## src/rtl/rv32i_mc_sequencer.sv

```systemverilog
// Multi-cycle RV32I control sequencer: FETCH/DECODE/EXECUTE/MEM/WRITEBACK with
// memory-wait timeout, sticky HALT/FAULT and a retired-instruction counter.
module rv32i_mc_sequencer #(
  parameter int unsigned CNT_W       = 32,
  parameter int unsigned MEM_TIMEOUT = 15,
  parameter int unsigned BYPASS_MEM  = 1
) (
  input  logic             clk,
  input  logic             rst,
  input  logic             en,
  input  logic [6:0]       opcode,
  input  logic             mem_ready,
  output logic [2:0]       state,
  output logic             mem_req,
  output logic             mem_we,
  output logic             ir_we,
  output logic             pc_we,
  output logic             rf_we,
  output logic             halt,
  output logic             fault,
  output logic [CNT_W-1:0] instret
);

  localparam int unsigned OP_W   = 7;
  localparam int unsigned WAIT_W = 8;

  localparam logic [OP_W-1:0] OP_RTYPE  = 7'b0110011;
  localparam logic [OP_W-1:0] OP_ITYPE  = 7'b0010011;
  localparam logic [OP_W-1:0] OP_LOAD   = 7'b0000011;
  localparam logic [OP_W-1:0] OP_JALR   = 7'b1100111;
  localparam logic [OP_W-1:0] OP_STORE  = 7'b0100011;
  localparam logic [OP_W-1:0] OP_BRANCH = 7'b1100011;
  localparam logic [OP_W-1:0] OP_JAL    = 7'b1101111;
  localparam logic [OP_W-1:0] OP_LUI    = 7'b0110111;
  localparam logic [OP_W-1:0] OP_AUIPC  = 7'b0010111;
  localparam logic [OP_W-1:0] OP_SYSTEM = 7'b1110011;

  localparam logic [WAIT_W-1:0] WAIT_LAST = WAIT_W'(MEM_TIMEOUT - 1);
  localparam logic              BYPASS    = (BYPASS_MEM != 0);

  typedef enum logic [2:0] {
    S_FETCH     = 3'd0,
    S_DECODE    = 3'd1,
    S_EXECUTE   = 3'd2,
    S_MEM       = 3'd3,
    S_WRITEBACK = 3'd4,
    S_HALT      = 3'd5,
    S_FAULT     = 3'd6
  } state_e;

  state_e              state_q, state_d;
  logic [OP_W-1:0]     op_q, op_d;
  logic [WAIT_W-1:0]   wait_q, wait_d;
  logic                retire_c;

  logic                op_is_load_c;
  logic                op_is_store_c;
  logic                op_is_branch_c;
  logic                op_is_mem_c;
  logic                wait_hit_c;
  logic                opcode_legal_c;

  // Legal RV32I opcodes that may proceed to EXECUTE (SYSTEM is handled apart)
  always_comb begin
    unique case (opcode)
      OP_RTYPE, OP_ITYPE, OP_LOAD, OP_JALR, OP_STORE,
      OP_BRANCH, OP_JAL, OP_LUI, OP_AUIPC: opcode_legal_c = 1'b1;
      default:                             opcode_legal_c = 1'b0;
    endcase
  end

  assign op_is_load_c   = (op_q == OP_LOAD);
  assign op_is_store_c  = (op_q == OP_STORE);
  assign op_is_branch_c = (op_q == OP_BRANCH);
  assign op_is_mem_c    = op_is_load_c | op_is_store_c;
  assign wait_hit_c     = (wait_q == WAIT_LAST);

  // State and datapath registers
  always_ff @(posedge clk or posedge rst) begin
    if (rst) begin
      state_q <= S_FETCH;
      op_q    <= '0;
      wait_q  <= '0;
      instret <= '0;
    end else begin
      state_q <= state_d;
      op_q    <= op_d;
      wait_q  <= wait_d;
      if (retire_c) begin
        instret <= instret + CNT_W'(1);
      end
    end
  end

  assign state = state_q;

  // Next-state, wait counter and retirement
  always_comb begin
    state_d  = state_q;
    op_d     = op_q;
    wait_d   = wait_q;
    retire_c = 1'b0;
    unique case (state_q)
      S_FETCH: begin
        if (en) begin
          if (mem_ready) begin
            state_d = S_DECODE;
          end else if (wait_hit_c) begin
            state_d = S_FAULT;
          end else begin
            wait_d = wait_q + WAIT_W'(1);
          end
        end
      end
      S_DECODE: begin
        op_d = opcode;
        if (opcode_legal_c) begin
          state_d = S_EXECUTE;
        end else if (opcode == OP_SYSTEM) begin
          state_d = S_HALT;
        end else begin
          state_d = S_FAULT;
        end
      end
      S_EXECUTE: begin
        wait_d = '0;
        if (op_is_branch_c) begin
          retire_c = 1'b1;
          state_d  = S_FETCH;
        end else if (op_is_mem_c || !BYPASS) begin
          state_d = S_MEM;
        end else begin
          state_d = S_WRITEBACK;
        end
      end
      S_MEM: begin
        if (!op_is_mem_c) begin
          state_d = S_WRITEBACK;
        end else if (mem_ready) begin
          if (op_is_store_c) begin
            retire_c = 1'b1;
            wait_d   = '0;
            state_d  = S_FETCH;
          end else begin
            state_d = S_WRITEBACK;
          end
        end else if (wait_hit_c) begin
          state_d = S_FAULT;
        end else begin
          wait_d = wait_q + WAIT_W'(1);
        end
      end
      S_WRITEBACK: begin
        retire_c = 1'b1;
        wait_d   = '0;
        state_d  = S_FETCH;
      end
      S_HALT:  state_d = S_HALT;
      S_FAULT: state_d = S_FAULT;
      default: state_d = S_FAULT;
    endcase
  end

  // Mealy strobes, forced low while reset is asserted
  always_comb begin
    mem_req = 1'b0;
    mem_we  = 1'b0;
    ir_we   = 1'b0;
    pc_we   = 1'b0;
    rf_we   = 1'b0;
    halt    = 1'b0;
    fault   = 1'b0;
    unique case (state_q)
      S_FETCH: begin
        mem_req = en;
        ir_we   = en & mem_ready;
      end
      S_EXECUTE: begin
        pc_we = op_is_branch_c;
      end
      S_MEM: begin
        if (op_is_mem_c) begin
          mem_req = 1'b1;
          mem_we  = op_is_store_c;
          pc_we   = op_is_store_c & mem_ready;
        end
      end
      S_WRITEBACK: begin
        rf_we = 1'b1;
        pc_we = 1'b1;
      end
      S_HALT:  halt  = 1'b1;
      S_FAULT: fault = 1'b1;
      default: ;
    endcase
    if (rst) begin
      mem_req = 1'b0;
      mem_we  = 1'b0;
      ir_we   = 1'b0;
      pc_we   = 1'b0;
      rf_we   = 1'b0;
      halt    = 1'b0;
      fault   = 1'b0;
    end
  end

endmodule

```

## config.mk

```make
export PLATFORM = sky130hd
export DESIGN_NAME = rv32i_mc_sequencer
export DESIGN_NICKNAME = d
export VERILOG_FILES = /design/src/rtl/rv32i_mc_sequencer.sv
export SDC_FILE = /design/constraint.sdc
export NUM_CORES = 1
export LEC_CHECK = 0
export ABC_AREA = 1
export ABC_CLOCK_PERIOD_IN_PS = 3450
export CORE_ASPECT_RATIO = 0.7
export CORE_MARGIN = 8
export CORE_UTILIZATION = 33
export DETAILED_ROUTE_END_ITERATION = 6
export PLACE_DENSITY = 0.55
export SLEW_MARGIN = 5
export SYNTH_ARGS = -nofsm -noshare
export SYNTH_HDL_FRONTEND = slang
export SYNTH_SLANG_ARGS = --single-unit
```

## constraint.sdc

```tcl
create_clock -name clk -period 3.45 [get_ports clk]
set_input_delay 0.8625 -clock clk [delete_from_list [all_inputs] [get_ports clk]]
set_output_delay 0.8625 -clock clk [all_outputs]
set_load 0.005 [all_outputs]
```

==> flow_metrics.tcl, run 1 <==
set metrics [dict create \
    cts_resized 0 \
    ys_seq_area_share_pct 35.5 \
    post-route-drc-count 0 \
    ys_warn_count 0 \
    reg2reg_slack_ns 1.25 \
    dieHeight_um 102 \
    slew_headroom_pct 44.2 \
    synth_edf_count 0 \
    peakVddDrop_mv 0.172 \
    layoutNonFillerInstCount 742 \
    detail_route.vias_per_cell 4.89 \
    dpl.hpwl_mm 8.13 \
    syn_avg_cell_area_um2 6.28 \
    gp_congestion 0.891 \
    intPower_uw 961 \
    fin_hold_ws_ns 0.475 \
    grt_antenna_before_repair 0 \
    syn_area_mm2 0.00352 \
    swShare_pct 19.9 \
    fmax_mhz 309 \
    netSwitchingPower_uw 239 \
    grt_pass1_vias 3532 \
    ys_top_cells_by_area "dfrtp_1, nand2_1, nand3_1" \
    cp-startpoint "mem_ready" \
    n_fill_cell 1100 \
    multi_input_area_mm2 0.00204 \
    setup_viol 0 \
    root_buffer "clkbuf_16" \
    grt_pass1_wl_mm 18.1 \
    max_cap_viol_count 0 \
    async_flop_share_pct 100 \
    start_util_pct 34.0 \
    worst_setup_path_start_kind "primary input" \
    core_area_mm2 0.0104 \
    rows 31 \
    cts_hold_buf 0 \
    critPathCaptureType "output port" \
    syn2layout_area_growth_pct 23.6 \
    wl_per_cell_um 14.3 \
    worst_slack_ns 0.215 \
    grt.total_usage_pct 15.6 \
    synth.distinct_cells 27 \
    tritoncts "yes" \
    synth_commonest_cells "nand2_1, nor2_1, nand3_1" \
    p_clk_share_pct 47.7 \
    synth_flop_cell "dfrtp_1" \
    r2r_cells 8 \
    cts_made_buffers 5 \
    crit_arrival_ns 2.37 \
    path_max_fanout 6 \
    synthCells 561 \
    regArea_mm2 0.00125 \
    p_leak_nw 2.05 \
    diodes 0 \
    drt_iter0_markers 277 \
    cp.required_ns 2.59 \
    pre_cts_ws_ns 0.219 \
    port_buffers 52 \
    clkSlewWorstSetupHoldPaths_ns 0.07 \
    ys_seq_elements 50 \
    finalHoldViolations 0 \
    synth.most_common_cell "nand2_1" \
    reg2reg_from "state[0]" \
    ioPinCount 53 \
    fin_skew_ns 0.00509 \
    clock_sinks 50 \
    share_seq_of_total_power_pct 48.8 \
    worstSkewPairLatency_ns 0.29 \
    layout-drive-gt1-share_pct 4.92 \
    htreeDepth 2 \
    grt.overflow.total 0 \
    yosys.area.top_type "dfrtp_1" \
    grt_max_degree 34 \
    min_from "op_q[0]" \
    layout.nets 624 \
    firstDrtPassIters 5 \
    pwr-share-comb_pct 3.4 \
    path_class "in -> out" \
    cts_buffer_depth 2 \
    post_cts_buffers 0 \
    synth_top_cell_area_share_pct 35.5 \
    worstMarginPinSlew_ns 0.834 \
    crit_end "pc_we" \
    synthesis.nets 575 \
    antenna_left 0 \
    power_per_cell_area_mw_per_mm2 276 \
    setup_tns_ns 0 \
    min_period_over_period_pct 93.8 \
    hold_path_class "reg -> reg" \
    rsz0062_at_grt "no" \
    chipWidth_um 139 \
    wirelength_mm 10.6 \
    status "finished, final reports clean" \
    fin_crit_ns 3.23 \
    dieArea_mm2 0.0143 \
    slew_viol_final 0 \
    vias 3630 \
    reg2reg_to "instret[27]" \
    placedCellCount 735 \
]
flip-flops by register name, summed over array words and instances (netlist names):
name     flops
state        3
wait_q       8
op_q         7
instret     32
cell families (layout without fill, tap and decap cells):
family,after synthesis,count (layout),share of synthesized area [%]
fa+ha+maj,3,3,1.07
xor+xnor,16,16,3.98
flops,50,50,35.5
simple gates,415,415,49.5
compound gates,20,20,3.45
buf+inv,57,106,6.43
layer usage:
metal  up-vias  wire length [um]  GRT usage (%)
met3         5               797           3.73
met1      1671              5680           23.0
met5         -                 0              0
li1       1853                 -              -
met2       101              4060           22.8
met4         0                46           2.10
layout make-up:
class	count	area share (%)
multi-input combinational	454	46.9
timing repair buffer	56	12.9
sequential	50	28.7
tap	132	3.79
clock inverter	1	0.690
inverter	43	3.71
clock buffer	6	3.19
worst max-delay path, cell delays in order:
cell and delay (ns):
clkdlybuf4s50_1 0.62, nand3_2 0.13, a21oi_1 0.21, clkdlybuf4s50_1 0.54
layout by cell type (no fill, tap or decap), types with 2 or more instances in the layout:
| cell | instances |
|---|---|
| nand2_1 | 248 |
| nor2_1 | 74 |
| nand3_1 | 58 |
| clkdlybuf4s50_1 | 52 |
| dfrtp_1 | 50 |
| inv_1 | 34 |
| nand3b_1 | 15 |
| xor2_1 | 11 |
| o21ai_0 | 9 |
| inv_2 | 8 |
| nand4_1 | 5 |
| xnor2_1 | 5 |
| clkbuf_16 | 5 |
| nor2_2 | 4 |
| o21ai_1 | 4 |
| a21oi_1 | 4 |
| nand3_2 | 3 |
| nand2_2 | 3 |
| nor3_1 | 3 |
| ha_1 | 3 |
| buf_4 | 3 |
| o21bai_1 | 2 |
per-stage QoR:
step           utilization, %  cell area (um2)  power [mW]
4_1_cts                  42.0             4350        1.22
2_1_floorplan               -             3520       0.614
3_3_place_gp             40.4             4180       0.639
6_report                 42.0             4350        1.20
5_1_grt                  42.0             4350        1.24
3_5_place_dp             40.4             4180       0.640
how the worst min path moves through the flow:
stage	endpoint	slack (ns)	depth (start not counted)
floorplan	op_q[0]	0.44	2
global placement	op_q[0]	0.46	2
detailed placement	op_q[0]	0.47	2
CTS	op_q[0]	0.48	2
global route	op_q[0]	0.51	2
finish	op_q[0]	0.47	2
power by group through the flow:
stage	clock network [mW]	logic, mW	registers [mW]
after global routing	0.610	0.0475	0.585
after detailed placement	0	0.0426	0.597
after floorplan	0	0.0165	0.597
final	0.572	0.0414	0.586
after CTS	0.589	0.0426	0.586
after global placement	0	0.0421	0.597
Note: power is estimated with default switching activity, not from simulation.
==> run 2, diff against run 1 <==
- SETUP_SLACK_MARGIN: unset -> 0.4
==> run 2 against run 1 <==
Sequential share of layout area hardly changed. First-iteration DRC count stayed put. Non-clock buffer count stayed put. Via count stayed put. Largest cell class unchanged. Flip-flop and latch count stayed put. Largest power group unchanged.
==> flow_metrics.tcl, run 2 (same netlist as run 1, synthesis figures left out) <==
set metrics [dict create \
    grt_max_degree 34 \
    wl_per_cell_um 14.3 \
    root_buffer "clkbuf_16" \
    p_leak_nw 2.05 \
    cts_made_buffers 5 \
    largest_reg_flops 32 \
    peakVddDrop_mv 0.172 \
    post_cts_buffers 0 \
    clkSlewWorstSetupHoldPaths_ns 0.07 \
    port_buffers 52 \
    start_util_pct 34.0 \
    rsz0062_at_grt "no" \
    setup_tns_ns 0 \
    setup_viol 0 \
    dpl.hpwl_mm 8.13 \
    cp.required_ns 2.59 \
    dieArea_mm2 0.0143 \
    crit_arrival_ns 2.08 \
    fmax_mhz 340 \
    drt_iter0_markers 277 \
    vias 3630 \
    reg_top3 "instret (32), wait_q (8), op_q (7)" \
    worst_setup_path_start_kind "primary input" \
    utilization_pct 42.0 \
    finalHoldViolations 0 \
    layout-drive-gt1-share_pct 5.08 \
    fin_crit_ns 2.94 \
    grt.total_usage_pct 15.6 \
    path_max_fanout 2 \
    gp_congestion 0.891 \
    antenna_left 0 \
    regMostFlops "instret" \
    hold_path_class "reg -> reg" \
    tritoncts "yes" \
    max_cap_viol_count 0 \
    grt_pass1_wl_mm 18.1 \
    layout_commonest_cell "nand2_1" \
    firstDrtPassIters 5 \
    post-route-drc-count 0 \
    power_per_cell_area_mw_per_mm2 275 \
    path_class "in -> out" \
    core_area_mm2 0.0104 \
    status "finished, final reports clean" \
    ioPinCount 53 \
    detail_route.vias_per_cell 4.89 \
    syn2layout_area_growth_pct 23.6 \
    slew_viol_final 0 \
    critPathCaptureType "output port" \
    rows 31 \
    fin_hold_ws_ns 0.475 \
    min_period_over_period_pct 85.3 \
    cts_buffer_depth 2 \
    grt_antenna_before_repair 0 \
    dieHeight_um 102 \
    diodes 0 \
    layout.nets 624 \
    clock_sinks 50 \
    chipWidth_um 139 \
    grt_pass1_vias 3532 \
    htreeDepth 2 \
    fin_skew_ns 0.00509 \
    worstSkewPairLatency_ns 0.29 \
    layout_common_cells "nand2_1, nor2_1, nand3_1" \
    grt.overflow.total 0 \
    worstMarginPinSlew_ns 0.834 \
    wirelength_mm 10.6 \
    slew_headroom_pct 44.2 \
]
-- run 2: changes by cell type in the layout (fill, tap and decap cells not counted) --
cell,delta
clkdlybuf4s15_1,+1
clkdlybuf4s50_1,-2
dlygate4sd2_1,+1
dfrtp_1,-1
dfrtp_2,+1
-- run 2: what timing repair did --
item | in CTS | in global routing
endpoints found under the setup margin | 4 | 1
gates resized for setup | 2 | 2
hold buffers | 0 | 0
-- run 2: layout make-up --
class,count,area (um2)
inverter,43,161
fill,1099,6000
timing repair buffer,56,562
clock inverter,1,30.0
multi-input combinational,454,2040
sequential,50,1250
clock buffer,6,139
tap,132,165
-- run 2: path summary, 6_finish.rpt --
kind	startpoint	slack, ns	cells after the start	end
setup / recovery	en	0.51	4	mem_req
hold reg to reg	op_q[0]	0.47	2	op_q[0]
hold / removal	op_q[0]	0.47	2	op_q[0]
setup reg to reg	state[2]	1.27	8	instret[27]
min in group asynchronous	rst	0.87	2	op_q[2]
max in group asynchronous	rst	2.05	3	instret[23]
-- run 2: per-layer routing --
| layer | routed length [um] | track usage [%] |
|---|---|---|
| met4 | 46 | 2.10 |
| met1 | 5680 | 23.0 |
| met2 | 4060 | 22.8 |
| met5 | 0 | 0 |
| met3 | 797 | 3.73 |
-- run 2: report_power, final --
part | total [mW] | switching [mW] | internal [mW]
Sequential | 0.586 | 0 | 0.586
Clock | 0.572 | 0.214 | 0.358
Combinational | 0.0406 | 0.0248 | 0.0158
Total | 1.20 | 0.239 | 0.960
-- run 2: per-stage QoR --
step | power [mW] | cell area [um2] | instances | setup WS (ns)
after floorplan | 0.614 | 3520 | 561 | 1.20
after global placement | 0.639 | 4180 | 735 | 0.227
after detailed placement | 0.640 | 4180 | 735 | 0.219
after CTS | 1.22 | 4350 | 742 | 0.487
after global routing | 1.24 | 4350 | 742 | 0.418
final | 1.20 | 4350 | 742 | 0.508
-- run 2: worst max-delay path: stages --
cell	delay (ns)
clkdlybuf4s50_1	0.47
nand2_1	0.07
a21oi_1	0.14
clkdlybuf4s50_1	0.53
==> run 3, diff against run 2 <==
- ABC_CLOCK_PERIOD_IN_PS: 3450 -> 3710
- CORE_UTILIZATION: 33 -> 59
- PLACE_DENSITY: 0.55 -> 0.88
- clock period: 3.45 -> 3.71 ns (I/O delays scaled with it)
==> run 3 against run 2 <==
Combinational power decreased by 16%. Design area fell by 4.2%. Register-to-register slack improved by 0.27 ns. Core utilization grew 30 points. First-iteration DRC count rose by 57%. Worst hold slack gained 0.0055 ns. Die area shrank 39%. Largest cell class unchanged.
==> flow_metrics.tcl, run 3 (same netlist as run 1, synthesis figures left out) <==
set metrics [dict create \
    htreeDepth 2 \
    intPower_uw 687 \
    regMostFlops "instret" \
    p_clk_share_pct 34.4 \
    cp.required_ns 2.78 \
    dieHeight_um 80.6 \
    power_per_cell_area_mw_per_mm2 212 \
    wirelength_mm 9.81 \
    hold_path_class "reg -> reg" \
    ioPinCount 53 \
    antenna_left 0 \
    clock_sinks 50 \
    firstDrtPassIters 6 \
    share_seq_of_total_power_pct 61.7 \
    crit_arrival_ns 2.15 \
    layout_commonest_cell "nand2_1" \
    path_max_fanout 7 \
    gp_congestion 0.948 \
    layoutNonFillerInstCount 684 \
    rows 23 \
    peakVddDrop_mv 0.190 \
    pwr-share-comb_pct 3.9 \
    grt_max_degree 34 \
    core_area_mm2 0.00576 \
    tritoncts "yes" \
    wl_per_cell_um 14.3 \
    grt.total_usage_pct 23.1 \
    grt_antenna_before_repair 0 \
    vias 3711 \
    post-route-drc-count 0 \
    fmax_mhz 325 \
    fin_crit_ns 3.08 \
    largest_reg_flops 32 \
    swShare_pct 22.1 \
    critPathCaptureType "output port" \
    slew_headroom_pct 51.3 \
    cp-startpoint "mem_ready" \
    worst_setup_path_start_kind "primary input" \
    grt.overflow.total 0 \
    cts_buffer_depth 2 \
    setup_tns_ns 0 \
    cts_hold_buf 0 \
    post_cts_buffers 0 \
    chipWidth_um 108 \
    reg2reg_from "state[0]" \
    grt_pass1_wl_mm 16.2 \
    diodes 0 \
    drt_iter0_markers 435 \
    netSwitchingPower_uw 195 \
    layout-drive-gt1-share_pct 4.43 \
    start_util_pct 61.2 \
    port_buffers 52 \
    dieArea_mm2 0.00873 \
    reg_top3 "instret (32), wait_q (8), op_q (7)" \
    slew_viol_final 0 \
    detail_route.vias_per_cell 5.43 \
    p_leak_nw 2.01 \
    max_cap_viol_count 0 \
    worstSkewPairLatency_ns 0.30 \
    setup_viol 0 \
    placedCellCount 677 \
    clkSlewWorstSetupHoldPaths_ns 0.08 \
    grt_pass1_vias 3339 \
    layout.nets 623 \
    root_buffer "clkbuf_8" \
    finalHoldViolations 0 \
    min_period_over_period_pct 83.0 \
    utilization_pct 72.5 \
    dpl.hpwl_mm 7.51 \
    worstMarginPinSlew_ns 0.728 \
    syn2layout_area_growth_pct 18.4 \
    cts_made_buffers 5 \
    layout_common_cells "nand2_1, nor2_1, nand3_1" \
    rsz0062_at_grt "no" \
    fin_skew_ns 0.00685 \
    status "finished, final reports clean" \
    min_from "op_q[1]" \
    path_class "in -> out" \
]
run 3: routing by layer:
metal	up-vias	part of all wire, %	GRT usage, %
met4	0	1.4	5.99
met2	157	41	33.5
met3	19	8.1	4.80
met5	-	0	0
met1	1679	49	33.7
li1	1856	-	-
run 3: repair_timing:
item                                    CTS  global route
gates cloned                              0             0
gates resized for setup                   1             1
endpoints found under the setup margin    2             1
run 3: final cells by class:
type | instances | area (um2)
Multi-Input combinational cell | 454 | 2040
Timing Repair Buffer | 55 | 544
Fill cell | 522 | 1590
Tap cell | 75 | 93.8
Clock buffer | 7 | 76.3
Inverter | 43 | 161
Sequential cell | 50 | 1250
run 3: path summary, 6_finish.rpt:
kind / end / slack (ns) / cells after the start
min: op_q[1] / 0.48 / 2
max reg2reg: instret[25] / 1.54 / 8
max in group asynchronous: instret[21] / 2.18 / 3
min in group asynchronous: instret[17] / 0.76 / 2
max: ir_we / 0.63 / 4
min reg2reg: op_q[1] / 0.48 / 2
run 3: power by group through the flow:
stage          Sequential [mW]  Clock (mW)  Combinational [mW]
4_1_cts                  0.544       0.311              0.0352
5_1_grt                  0.545       0.336              0.0388
3_5_place_dp             0.555           0              0.0354
6_report                 0.544       0.304              0.0342
2_1_floorplan            0.555           0              0.0154
3_3_place_gp             0.555           0              0.0343
run 3: worst max-delay path, cell delays in order:
cell	delay [ns]
dlygate4sd2_1	0.32
inv_1	0.17
nor3_1	0.21
clkdlybuf4s50_1	0.53
run 3: per-stage QoR:
stage | total power, mW | hold slack, ns | cell area, um2 | setup WS (ns)
CTS | 0.890 | 0.483 | 4170 | 0.407
finish | 0.882 | 0.480 | 4170 | 0.631
global route | 0.920 | 0.489 | 4170 | 0.570
floorplan | 0.571 | 0.442 | 3520 | 1.34
global placement | 0.590 | 0.458 | 4090 | 0.370
detailed placement | 0.591 | 0.463 | 4090 | 0.359
